==> config.mk <==
export PLATFORM = sky130hd
export DESIGN_NAME = muldiv_seq
export DESIGN_NICKNAME = d
export VERILOG_FILES = /design/src/rtl/muldiv_pkg.sv /design/src/rtl/muldiv_seq.sv
export SDC_FILE = /design/constraint.sdc
export NUM_CORES = 1
export LEC_CHECK = 0
export CORE_MARGIN = 5
export CORE_UTILIZATION = 54
export DETAILED_ROUTE_END_ITERATION = 8
export GPL_TIMING_DRIVEN = 0
export HOLD_SLACK_MARGIN = 0.12
export PLACE_DENSITY = 0.81
export RECOVER_POWER = 100
export SETUP_SLACK_MARGIN = 0.02
export SYNTH_ARGS = -nofsm -noshare
export SYNTH_HDL_FRONTEND = slang
export SYNTH_SLANG_ARGS = --single-unit
==> constraint.sdc <==
create_clock -name clk -period 2.1 [get_ports clk]
set_input_delay 0.42 -clock clk [delete_from_list [all_inputs] [get_ports clk]]
set_output_delay 0.42 -clock clk [all_outputs]
set_load 0.02 [all_outputs]
==> src/rtl/muldiv_pkg.sv <==
// Shared types and encodings for the muldiv_seq multiply/divide sequencer.
package muldiv_pkg;

   typedef enum logic [2:0] {
      IDLE,
      MUL_STEP,
      DIV_CMP,
      DIV_SUB,
      DONE
   } muldiv_state_t;

   localparam logic [1:0] MD_MUL  = 2'b00;
   localparam logic [1:0] MD_DIVU = 2'b01;
   localparam logic [1:0] MD_REMU = 2'b10;

   localparam logic [3:0] ALU_ADD = 4'b0010;
   localparam logic [3:0] ALU_SUB = 4'b0001;
   localparam logic [3:0] ALU_BLT = 4'b0111;

endpackage

==> src/rtl/muldiv_seq.sv <==
// Iterative MUL/DIVU/REMU sequencer that borrows the EX-stage ALU for every add, subtract and compare.
// Optional macro MULDIV_EARLY_EXIT_EN stops a multiply once no multiplier bits remain.
module muldiv_seq
   import muldiv_pkg::*;
#(
   parameter int DATA_WIDTH    = 32,
   parameter int OPCODE_LENGTH = 4
) (
   input  logic                     clk,
   input  logic                     reset,
   input  logic                     start,
   input  logic [1:0]               op,
   input  logic [DATA_WIDTH-1:0]    operand_a,
   input  logic [DATA_WIDTH-1:0]    operand_b,
   input  logic                     flush,
   output logic                     busy,
   output logic                     done,
   output logic [DATA_WIDTH-1:0]    result,
   output logic                     alu_req,
   output logic [DATA_WIDTH-1:0]    alu_srcA,
   output logic [DATA_WIDTH-1:0]    alu_srcB,
   output logic [OPCODE_LENGTH-1:0] alu_operation,
   input  logic [DATA_WIDTH-1:0]    alu_result
);

   localparam int CW = $clog2(DATA_WIDTH) + 1;
   localparam logic [CW-1:0] LAST = CW'(DATA_WIDTH - 1);

   muldiv_state_t state, stateNext, acceptState;
   logic [1:0]            opReg;
   logic [DATA_WIDTH-1:0] acc, mcand, mplier;
   logic [DATA_WIDTH-1:0] rem, quo, divisor;
   logic                  carry, ge, subPhase;
   logic [CW-1:0]         count;
   logic                  accept, lastStep;
   logic [DATA_WIDTH-1:0] immResult, finalResult;

   // Where an accepted request goes, and the answer for requests that need no iteration.
   always_comb begin
      acceptState = DONE;
      immResult   = '0;
      case (op)
         MD_MUL: begin
`ifdef MULDIV_EARLY_EXIT_EN
            if (operand_b != '0) acceptState = MUL_STEP;
`else
            acceptState = MUL_STEP;
`endif
         end
         MD_DIVU: begin
            if (operand_b != '0) acceptState = DIV_CMP;
            else                 immResult   = '1;
         end
         MD_REMU: begin
            if (operand_b != '0) acceptState = DIV_CMP;
            else                 immResult   = operand_a;
         end
         default: ;
      endcase
   end

   // Next state plus ALU steering; the ALU sees zeros whenever the sequencer does not own it.
   always_comb begin
      stateNext     = state;
      accept        = 1'b0;
      lastStep      = 1'b0;
      finalResult   = '0;
      busy          = 1'b0;
      done          = 1'b0;
      alu_srcA      = '0;
      alu_srcB      = '0;
      alu_operation = '0;
      case (state)
         IDLE: accept = start;
         MUL_STEP: begin
            busy          = 1'b1;
            alu_srcA      = acc;
            alu_srcB      = mcand;
            alu_operation = OPCODE_LENGTH'(ALU_ADD);
`ifdef MULDIV_EARLY_EXIT_EN
            lastStep      = (count == LAST) || (mplier[DATA_WIDTH-1:1] == '0);
`else
            lastStep      = (count == LAST);
`endif
            finalResult   = mplier[0] ? alu_result : acc;
            if (lastStep) stateNext = DONE;
         end
         DIV_CMP: begin
            busy      = 1'b1;
            stateNext = DIV_SUB;
         end
         DIV_SUB: begin
            busy          = 1'b1;
            alu_srcA      = rem;
            alu_srcB      = divisor;
            alu_operation = subPhase ? OPCODE_LENGTH'(ALU_SUB) : OPCODE_LENGTH'(ALU_BLT);
            lastStep      = subPhase && (count == LAST);
            finalResult   = (opReg == MD_REMU) ? (ge ? alu_result : rem)
                                               : {quo[DATA_WIDTH-1:1], ge};
            if (subPhase) stateNext = lastStep ? DONE : DIV_CMP;
         end
         DONE: begin
            done      = 1'b1;
            stateNext = IDLE;
            accept    = start && !flush;
         end
         default: stateNext = IDLE;
      endcase
      if (accept)        stateNext = acceptState;
      if (busy && flush) stateNext = IDLE;
   end

   assign alu_req = busy;

   // State register and datapath; carry keeps the bit shifted out of R so huge divisors still compare correctly.
   always_ff @(posedge clk) begin
      if (reset) begin
         state    <= IDLE;
         opReg    <= '0;
         acc      <= '0;
         mcand    <= '0;
         mplier   <= '0;
         rem      <= '0;
         quo      <= '0;
         divisor  <= '0;
         carry    <= 1'b0;
         ge       <= 1'b0;
         subPhase <= 1'b0;
         count    <= '0;
         result   <= '0;
      end else begin
         state <= stateNext;
         if (accept) begin
            opReg    <= op;
            acc      <= '0;
            mcand    <= operand_a;
            mplier   <= operand_b;
            rem      <= '0;
            quo      <= operand_a;
            divisor  <= operand_b;
            carry    <= 1'b0;
            ge       <= 1'b0;
            subPhase <= 1'b0;
            count    <= '0;
            if (acceptState == DONE) result <= immResult;
         end else begin
            case (state)
               MUL_STEP: begin
                  if (mplier[0]) acc <= alu_result;
                  mcand  <= mcand << 1;
                  mplier <= mplier >> 1;
                  count  <= count + 1'b1;
               end
               DIV_CMP: begin
                  carry <= rem[DATA_WIDTH-1];
                  rem   <= {rem[DATA_WIDTH-2:0], quo[DATA_WIDTH-1]};
                  quo   <= quo << 1;
               end
               DIV_SUB: begin
                  if (!subPhase) begin
                     ge       <= carry | ~alu_result[0];
                     subPhase <= 1'b1;
                  end else begin
                     subPhase <= 1'b0;
                     count    <= count + 1'b1;
                     if (ge) begin
                        rem    <= alu_result;
                        quo[0] <= 1'b1;
                     end
                  end
               end
               default: ;
            endcase
            if (lastStep && stateNext == DONE) result <= finalResult;
         end
      end
   end

endmodule
==> results of run 1 <==
==> layout make-up <==
| class | count | share of cell area |
|---|---|---|
| multi-input cells | 1095 | 0.420 |
| clock buffers | 41 | 0.0448 |
| diodes | 1 | 0.000148 |
| inverters | 9 | 0.00275 |
| clock inverters | 2 | 0.000817 |
| well taps | 285 | 0.0212 |
| repair buffers | 258 | 0.167 |
| flip-flops and latches | 238 | 0.283 |
| plain buffers | 145 | 0.0604 |
==> power by group through the flow <==
stage	combinational, mW	sequential (mW)	clock (mW)
2_1_floorplan	2.14	5.51	0
4_1_cts	3.88	5.44	4.27
6_report	4.26	5.49	4.32
3_3_place_gp	3.37	5.50	0
5_1_grt	4.46	5.53	4.49
3_5_place_dp	3.45	5.51	0
==> worst max-delay path: stages (launching register included) <==
cell and delay (ps):
dfxtp_2 330, buf_6 130, nand3b_1 150, buf_8 170, inv_12 50, buf_12 150, buf_12 130, a22o_1 230
buf_6 140
==> flip-flops by register name (all words and copies together), names as in the netlist, 2 cells and up <==
register	cells
count	6
state	3
mplier	32
opReg	2
divisor	32
quo	32
result	32
mcand	32
acc	32
rem	32
==> worst paths after layout <==
check / endpoint / slack [ps] / cells after the start
worst min register to register: divisor[20]$_SDFFE_PP0N_ / 460 / 2
worst max register to register: divisor[2]$_SDFFE_PP0N_ / -190 / 9
worst min-delay path: divisor[19]$_SDFFE_PP0N_ / 230 / 3
worst max-delay path: alu_srcA[2] / -340 / 8
==> stage by stage <==
step	instance area [um2]	utilization	instances	worst slack [ps]
4_1_cts	16400	0.727	2061	-350
2_1_floorplan	12300	-	1493	59.3
3_5_place_dp	14700	0.652	1980	-1070
6_report	16900	0.749	2074	-340
5_1_grt	16900	0.749	2073	-351
3_3_place_gp	14700	0.652	1980	-1020
==> timing repair <==
| action | in CTS | in global routing |
|---|---|---|
| setup buffers | 34 | 13 |
| pin swaps | 22 | 47 |
| endpoints found under the hold margin | 0 | 0 |
| endpoints found under the setup margin | 139 | 205 |
| resized for setup | 525 | 126 |
| gates cloned | 6 | 3 |
==> routing by layer <==
metal  up-vias  track usage  routed length (um)
li1       5918            -                   -
met1      6236        0.423               17700
met2      1008        0.535               21400
met3       249       0.0765                5860
met4         0        0.136                2570
met5         -            0                   0
==> placed cells by master, fill, tap and decap left out, types with 21 or more instances in the layout <==
master	netlist	routed
a211oi_1	65	50
a211oi_2	30	45
a21o_1	31	31
a21oi_1	159	157
a22o_1	45	38
a311oi_1	43	43
buf_2	36	21
buf_4	7	41
buf_6	4	79
clkbuf_1	79	65
clkbuf_16	0	29
clkdlybuf4s50_1	0	119
dfxtp_1	238	235
mux2_2	32	32
mux2i_1	32	32
nand2_1	335	299
nand2_2	0	33
nand3b_1	32	32
nor2_1	119	117
o21ai_0	34	34
==> synth_stat cells, drive strengths merged (2+ instances only) <==
master,count
nand2,335
dfxtp,238
xor2,4
a31oi,20
and2,4
a221oi,32
nand4,5
dlygate4sd1,2
inv,9
a22o,45
o21bai,20
nand3b,32
a311oi,43
a21boi,2
a211oi,95
a22oi,12
a21oi,160
nor2,121
o21ai,35
mux2i,32
nand3,3
nor4,9
buf,63
a21o,32
nand2b,3
ha,4
clkbuf,86
mux2,32
and3,2
==> cell families (layout without fill, tap and decap cells) <==
group / Yosys count / in the layout
AOI/OAI and AO/OA: 502 / 502
xor gates and xnor gates: 5 / 5
adders and majority gates: 4 / 4
buffers and inverters: 160 / 455
DFF: 238 / 238
muxes: 64 / 64
other: 1 / 2
and+or+nand+nor: 519 / 519
==> impl_results.md, run 1 <==
- Outcome: finished with violations
- Failing checks: negative setup slack
- Post-synthesis compound-gate area fraction: 0.302
- Crit-path max FO: 8
- Die height: 161 um
- Peak VDD IR: 0.000492 V
- Endpoints failing setup: 162
- Gpl congestion: 0.985
- Slew headroom: 0.401
- FP Rows: 55
- Synthesized net count: 1599
- Minimum clock period: roughly 2400 ps
- Layout cells sized above 1: 0.230
- Synth Area in Simple Gates: 0.181
- Mapped Cells: 1493
- Port bufs: 202
- Synth async-reset ratio: 0
- Setup CP Type: reg2out
- Total gr overflow: 0
- Post-DP HPWL: 31.6 mm
- Endpoint class of the critical path: output port
- Multi-input gate area: 7080 um2
- First-pass GRT wire length: 69.7 mm
- Tot GR Track Use: 0.329
- DRC marker count from the first detailed-route iteration: between 1500 and 2000
- Final Power: 14.1 mW
- Largest net degree at the start of global routing: 13
- Via/cell ratio: 6.47
- Net switching power: 4.80 mW
- Clock root buffer: clkbuf_16
- Fillers: 1541
- Yosys top cell by area: dfxtp_1
- Hold path startpoint: operand_b[19]
- Final antenna-violating net count: 0
- Crit path DAT: 2020 ps
- Startpoint types: flop
- Sink Count: 238
- Final Cycle Share: 1.16
- Fin. max-slew vios: 0
- Critical Path Source: state[1]$_SDFF_PP0_
- Final Hold Fails: 0
- Synth Flop Type: dfxtp_1
- Seq/Total Area, Yosys: 0.387
- Drt pass-1 iters: 7
- Initial antenna violation count: 0
- Synth top area share: 0.387
- Post-synthesis adder-cell area fraction: 0.00407
- Switching Share: 0.341
- NumNets Final: 1878
- Distinct cells, synth: 62
- Pwr dens: 835 nW/um2
- Syn. warnings: 0
- Drt total wl: 47.6 mm
- Starting Density: 0.546
- Clock power frac: 0.307
- RSZ-0062 raised after global routing: yes
- TritonCTS clock tree: yes
- Hold WC Path Type: in2reg
- Worst hold margin: 231 ps
- Number of synthesized flops with an enable pin: 0
- Worst slew pin tran: 898 ps
- Post-synthesis mux area share: 0.0554
- Part of the power in registers: 0.390
- Die W: 161 um
- Reg-to-reg startpoint: state[1]$_SDFF_PP0_
- Clock buffer count from CTS: 25
- Post-synthesis instance area: 12300 um2
- CTS clk-pin slew, worst paths: 60 ps
- WL/cell: 22.9 um
- Clk_lat worst skew: 530 ps
- H-tree Lvls: 1
- Max Cap Violations: 0
- WP data required: 1680 ps
- Core Area: roughly 23000 um2
- Synthesis-stage register bit count: 238
- Final Skew: 13.8 ps
- Synth-to-layout area growth: 37.1%
- LEAKAGE: 6.34 nW
- Clock buffer depth: 3
- DRC: 0
- Gate power share: 0.303
- Total internal power: 9.27 mW
- Setup ws final: -340 ps
- Post-synthesis area per instance: 8.24 um2
- Vias in the first global route: 12900
- Largest family of logic cells by synthesized area: compound AO/OA/AOI/OAI gates
- DR vias: ~13000
- Setup TNS Final: -26900 ps
- Register area: roughly 4800 um2
- Hold buffers post-CTS: 0
- Ranking of synthesized cells by area: dfxtp_1 (39%), nand2_1 (10%), a21oi_1 (6.5%), a211oi_1 (4.0%), nor2_1 (3.6%)
- IO Pins: 205
- DIE AREA: 25900 um2
- Fmax: 410 MHz
- XOR/XNOR Fraction of Synth Area: 0.00356
Note: power is estimated with default switching activity, not from simulation.
==> run 2, diff against run 1 <==
ABC_AREA = 1   (was default)
CORE_UTILIZATION = 53   (was 54)
PLACE_DENSITY = 0.8   (was 0.81)
==> run 2 against run 1 <==
The flow still finishes with violations (negative setup slack). Flip-flop and latch count did not move. Die area fell by 2.6%. Sequential power down 3.8%. Total power is 0.54% lower. Critical endpoint is now alu_srcB[31]. Largest power group unchanged.
==> impl_results.md, run 2 <==
- Max Cap Violations: 0
- DIE AREA: about 25000 um2
- Clock buffer count from CTS: 26
- IO Pins: 205
- First-pass GRT wire length: 68.0 mm
- Minimum clock period: 2390 ps
- End of the critical path: alu_srcB[31]
- Commonest cells post-synth: nand2_1 (540), o21ai_0 (241), dfxtp_1 (238)
- Peak VDD IR: 0.000600 V
- Synth top area share: 0.406
- N_diodes: 0
- Drt pass-1 iters: 6
- Commonest non-fill, non-tap cell in the layout: nand2_1
- Synthesis-stage register bit count: 238
- DRC marker count from the first detailed-route iteration: 1452
- Fin. max-slew vios: 0
- Final antenna-violating net count: 0
- Top-count cell post-synth: nand2_1
- Fmax: 418 MHz
- XOR/XNOR Fraction of Synth Area: 0
- RSZ-0062 raised after global routing: yes
- Fillers: about 1700
- Mapped Cells: around 1800
- Commonest non-fill, non-tap cells in the layout: nand2_1 (510), dfxtp_1 (234), inv_1 (174)
- Crit path DAT: ~2000 ps
- Vias in the first global route: between 10000 and 15000
- Synthesized net count: 1890
- Slew headroom: 0.490
- Reg2Reg Depth: 12
- FP Rows: between 50 and 60
- Post-synthesis adder-cell area fraction: 0.00427
- Post-synthesis compound-gate area fraction: 0.253
- Final Skew: between 10 and 15 ps
- Clock buffer depth: 3
- Core Area: between 20000 and 25000 um2
- Post-synthesis instance area: roughly 12000 um2
- Starting Density: 0.538
- Gpl congestion: 0.959
- Clock root buffer: clkbuf_16
- Final Hold Fails: 0
- Startpoint types: flop
- WL/cell: 19.2 um
- Worst slew pin tran: ~770 ps
- Failing checks: negative setup slack
- LEAKAGE: 6.20 nW
- Critical Path Source: state[2]$_SDFF_PP0_
- Endpoints failing setup: 260
- R2r setup slk: -210 ps
- Worst r2r dst: result[31]$_SDFFE_PP0P_
- Final Cycle Share: 1.14
- Seq/Total Area, Yosys: 0.406
- Reg-to-reg startpoint: state[2]$_SDFF_PP0_
- Outcome: finished with violations
- Hold WC Path Type: reg2reg
- CTS clk-pin slew, worst paths: 70 ps
- Worst hold margin: ~470 ps
- Largest family of logic cells by synthesized area: compound AO/OA/AOI/OAI gates
- Post-DP HPWL: 30.8 mm
- Yosys top cell by area: dfxtp_1
- Setup CP Type: reg2out
- Die height: 159 um
- Ranking of synthesized cells by area: dfxtp_1 (41%), nand2_1 (17%), o21ai_0 (10%), a21oi_1 (5.8%), inv_1 (5.6%)
- TritonCTS clock tree: yes
- Post-synthesis area per instance: 6.58 um2
- Endpoint class of the critical path: output port
- Number of synthesized flops with an enable pin: 0
- Drt total wl: between 40 and 50 mm
- Pwr dens: around 850 nW/um2
- DR vias: around 14000
- Largest net degree at the start of global routing: 15
- Hold buffers post-CTS: 0
- Tot GR Track Use: 0.322
- NumNets Final: 2157
- Distinct cells, synth: 38
- Post-route cell area: 16500 um2
- Synth Area in Simple Gates: 0.229
- Port bufs: roughly 200
- Syn. warnings: 0
- Via/cell ratio: 5.87
- Dpl cell area: between 10000 and 15000 um2
- H-tree Lvls: 1
- Crit-path max FO: 7
- Layout cells sized above 1: 0.172
- Total gr overflow: 0
- Die W: about 160 um
- Initial antenna violation count: 1
- Setup ws final: -290 ps
- Synth-to-layout area growth: 40.8%
- Sink Count: roughly 240
- Clk_lat worst skew: 540 ps
- WP data required: about 1700 ps
- Synth async-reset ratio: 0
- Post-synthesis mux area share: 0
- DRC: 0
- Synth Flop Type: dfxtp_1
## run 2: worst min path at each step
stage / startpoint / to / slack, ps / depth (start not counted)
floorplan: opReg[1]$_SDFFE_PP0N_ / opReg[1]$_SDFFE_PP0N_ / 420 / 2
global placement: opReg[1]$_SDFFE_PP0N_ / opReg[1]$_SDFFE_PP0N_ / 440 / 2
detailed placement: opReg[1]$_SDFFE_PP0N_ / opReg[1]$_SDFFE_PP0N_ / 450 / 2
CTS: carry$_SDFFE_PP0P_ / ge$_SDFFE_PP0P_ / 460 / 2
global route: mcand[8]$_SDFFE_PP0P_ / mcand[8]$_SDFFE_PP0P_ / 500 / 2
finish: opReg[1]$_SDFFE_PP0N_ / opReg[1]$_SDFFE_PP0N_ / 470 / 2
## run 2: metal layers
metal / wire, um / global-route usage / up-vias / share of wire
met4: 2140 / 0.117 / 2 / 0.048
met1: 17100 / 0.416 / 6304 / 0.38
met3: 5150 / 0.0684 / 174 / 0.11
li1: - / - / 6361 / -
met5: 13 / 0 / - / 0.00029
met2: 20700 / 0.534 / 940 / 0.46
## run 2: cell families (layout without fill, tap and decap cells)
| kind of cell | Yosys count | after routing |
|---|---|---|
| other cells | 1 | 1 |
| flops | 238 | 238 |
| fa+ha+maj | 4 | 4 |
| compound gates | 534 | 534 |
| buf+inv | 313 | 598 |
| simple gates | 694 | 694 |
## run 2: report_power, final
part / internal, mW / switching [mW]
Clock: 2.91 / 1.95
Sequential: 5.00 / 0.273
Combinational: 1.40 / 2.46
Total: 9.31 / 4.69
## run 2: critical path: stages, from the launching register on
cell and delay [ps]:
dfxtp_4 360, inv_4 60, nand2_4 60, nor2_4 180, inv_4 80, buf_12 160, clkbuf_16 180, o22ai_4 190
buf_6 150
## run 2: cell type report
class / instances / area (um2) / area share
multi-input combinational: 1233 / 6410 / 0.388
timing repair buffer: 240 / 2470 / 0.150
sequential: 238 / 4780 / 0.289
clock inverter: 12 / 178 / 0.0108
tap: 280 / 350 / 0.0212
clock buffer: 34 / 721 / 0.0436
buffer: 128 / 907 / 0.0549
inverter: 184 / 706 / 0.0427
## run 2: per-stage QoR
step / instances / TNS (ps) / power [mW] / setup slack [ps] / util
after CTS: 2333 / -13560 / 13.6 / -267 / 0.733
after global placement: 2266 / -105220 / 8.43 / -918 / 0.646
after detailed placement: 2266 / -123870 / 8.51 / -991 / 0.646
final: 2349 / -27700 / 14.0 / -290 / 0.757
after global routing: 2349 / -51980 / 14.5 / -332 / 0.757
after floorplan: 1784 / 0 / 7.28 / 93.1 / -
## run 2: timing repair
action | 4_1_cts | 5_1_grt
gates resized for setup | 680 | 150
pin swaps | 6 | 10
cloned | 3 | 2
setup buffers | 18 | 15
setup endpoints to repair | 117 | 177
==> run 3, diff against run 2 <==
CORE_UTILIZATION = 35   (was 53)
PLACE_DENSITY = default   (was 0.8)
==> run 3 against run 2 <==
The flow still finishes with violations (negative setup slack). Worst hold slack worse by 22 ps. Wire length up 2.1%. Design area up 4.5%. Via count down 4.6%. Combinational power up 6.7%. Global-route usage down 9.1 points. Flip-flop and latch count unchanged. Final cell count up 7.7%. Maximum frequency down 2.0%. Core utilization down 24 points. Sequential share of layout area down 1.3 points. Sequential power about the same.
==> impl_results.md, run 3 (synthesized netlist as in run 2, its figures left out) <==
- Commonest non-fill, non-tap cell in the layout: nand2_1
- Largest net degree at the start of global routing: 15
- Final Hold Fails: 0
- Drt total wl: between 40 and 50 mm
- DR vias: 13100
- Bufs and invs on worst path: 6
- H-tree Lvls: 1
- LEAKAGE: ~7 nW
- Final antenna-violating net count: 0
- Multi-input gate area: approximately 6800 um2
- Initial antenna violation count: 1
- RSZ-0062 raised after global routing: yes
- Hold WC Path Type: reg2reg
- TritonCTS clock tree: yes
- Startpoint types: flop
- Post-layout util: 0.519
- Setup CP Type: reg2out
- Vias in the first global route: 12400
- CP top delay family: buffers and inverters
- Fin. max-slew vios: 0
- Critical Path Max Stage Delay: 350 ps
- Pwr dens: 848 nW/um2
- Final Skew: 15.4 ps
- Post-DP HPWL: approximately 34 mm
- CP Cell Sequence: inv_4 -> nand2_4 -> nor2_4 -> buf_6 -> inv_4 -> buf_8 -> clkbuf_16 -> o22ai_4 -> buf_6
- Tot GR Track Use: 0.232
- Port bufs: roughly 200
- Critical Path Source: state[2]$_SDFF_PP0_
- FP Rows: between 60 and 70
- Max Cap Violations: 0
- Outcome: finished with violations
- NumNets Final: between 2000 and 2500
- Failing checks: negative setup slack
- Via/cell ratio: roughly 5.2
- CTS clk-pin slew, worst paths: 60 ps
- DRC marker count from the first detailed-route iteration: 1122
- Dpl ws: -979 ps
- IO Pins: 205
- CP max-delay cell: dfxtp_4
- Clock buffer depth: 3
- Drt pass-1 iters: 6
- Die W: 193 um
- Endpoints failing setup: 66
- Register area: 4780 um2
- Reg-to-reg startpoint: state[1]$_SDFF_PP0_
- Total gr overflow: 0
- Crit path DAT: 2020 ps
- First-pass GRT wire length: 68.3 mm
- Layout cells sized above 1: 0.202
- DRC: 0
- Sink Count: 238
- DIE AREA: 37300 um2
- WL/cell: roughly 18 um
- Crit-path max FO: 5
- Clock buffer count from CTS: 29
- Die height: 193 um
- Synth-to-layout area growth: 47.2%
- Fillers: 3246
- WP data required: between 1500 and 2000 ps
- Commonest non-fill, non-tap cells in the layout: nand2_1 (476), dfxtp_1 (235), inv_1 (175)
- Fmax: 410 MHz
- Starting Density: 0.352
- Minimum clock period: 2440 ps
- Peak VDD IR: 0.000718 V
- Clk_lat worst skew: 560 ps
- Gpl congestion: 0.913
- Core Area: 33300 um2
- Endpoint class of the critical path: output port
- Setup ws final: -338 ps
- Worst slew pin tran: 741 ps
- Hold path startpoint: opReg[1]$_SDFFE_PP0N_
- Slew headroom: 0.506
- Final Cycle Share: 1.16
- Clock root buffer: clkbuf_16
==> run 3: path summary, 6_finish.rpt <==
path	slack, ps	endpoint	depth (start not counted)
max reg2reg	30	rem[28]$_SDFFE_PP0P_	12
min reg2reg	450	opReg[1]$_SDFFE_PP0N_	2
max	-340	alu_srcB[31]	9
min	450	opReg[1]$_SDFFE_PP0N_	2
==> run 3: report_power, final <==
| part | total (mW) | switching (mW) | internal, mW | leakage (nW) |
|---|---|---|---|---|
| registers | 5.30 | 0.291 | 5.00 | 1.95 |
| logic | 4.12 | 2.56 | 1.56 | 4.50 |
| clock network | 5.23 | 2.04 | 3.19 | 0.491 |
| total | 14.6 | 4.89 | 9.75 | 6.94 |
==> run 3: timing repair <==
item,4_1_cts,5_1_grt
gates resized for setup,646,283
setup buffers,24,22
gates cloned,6,2
pin swaps,6,6
setup endpoints to repair,111,173
hold buffers,0,0
==> run 3: worst register-to-register path, cell delays in order, from the launching register on <==
cell and delay (ps):
dfxtp_4 370, inv_2 80, nor2_4 130, buf_12 140, buf_4 110, buf_6 80
buf_6 140, nand2_1 60, nand2_1 80, inv_2 40, clkbuf_4 190, clkbuf_2 230
a211oi_1 320
==> run 3: area by class of cell <==
| class | instances | area share |
|---|---|---|
| diodes | 1 | 0.000145 |
| plain buffers | 124 | 0.0459 |
| clock buffers | 38 | 0.0469 |
| clock inverters | 14 | 0.0104 |
| inverters | 184 | 0.0409 |
| multi-input cells | 1233 | 0.393 |
| flip-flops and latches | 238 | 0.277 |
| well taps | 448 | 0.0325 |
| repair buffers | 248 | 0.153 |
| repair inverters | 1 | 0.000362 |
==> run 3: layer usage <==
layer / global-route usage / routed length [um] / share of wire / up-vias
li1: - / - / - / 6385
met4: 0.0542 / 1140 / 0.025 / 0
met1: 0.311 / 19300 / 0.42 / 6127
met2: 0.391 / 21700 / 0.47 / 558
met5: 0 / 0 / 0 / -
met3: 0.0400 / 3980 / 0.086 / 73
==> run 3: through the flow <==
step | total power, mW | cell area (um2) | hold slack (ps) | instances | setup TNS (ps)
after floorplan | 7.28 | 11700 | 423 | 1784 | 0
after global placement | 8.51 | 14300 | 438 | 2434 | -124840
after detailed placement | 8.55 | 14300 | 441 | 2434 | -127960
after CTS | 14.3 | 16200 | 450 | 2511 | -19560
after global routing | 15.3 | 17300 | 479 | 2529 | -18610
final | 14.6 | 17300 | 448 | 2529 | -15530
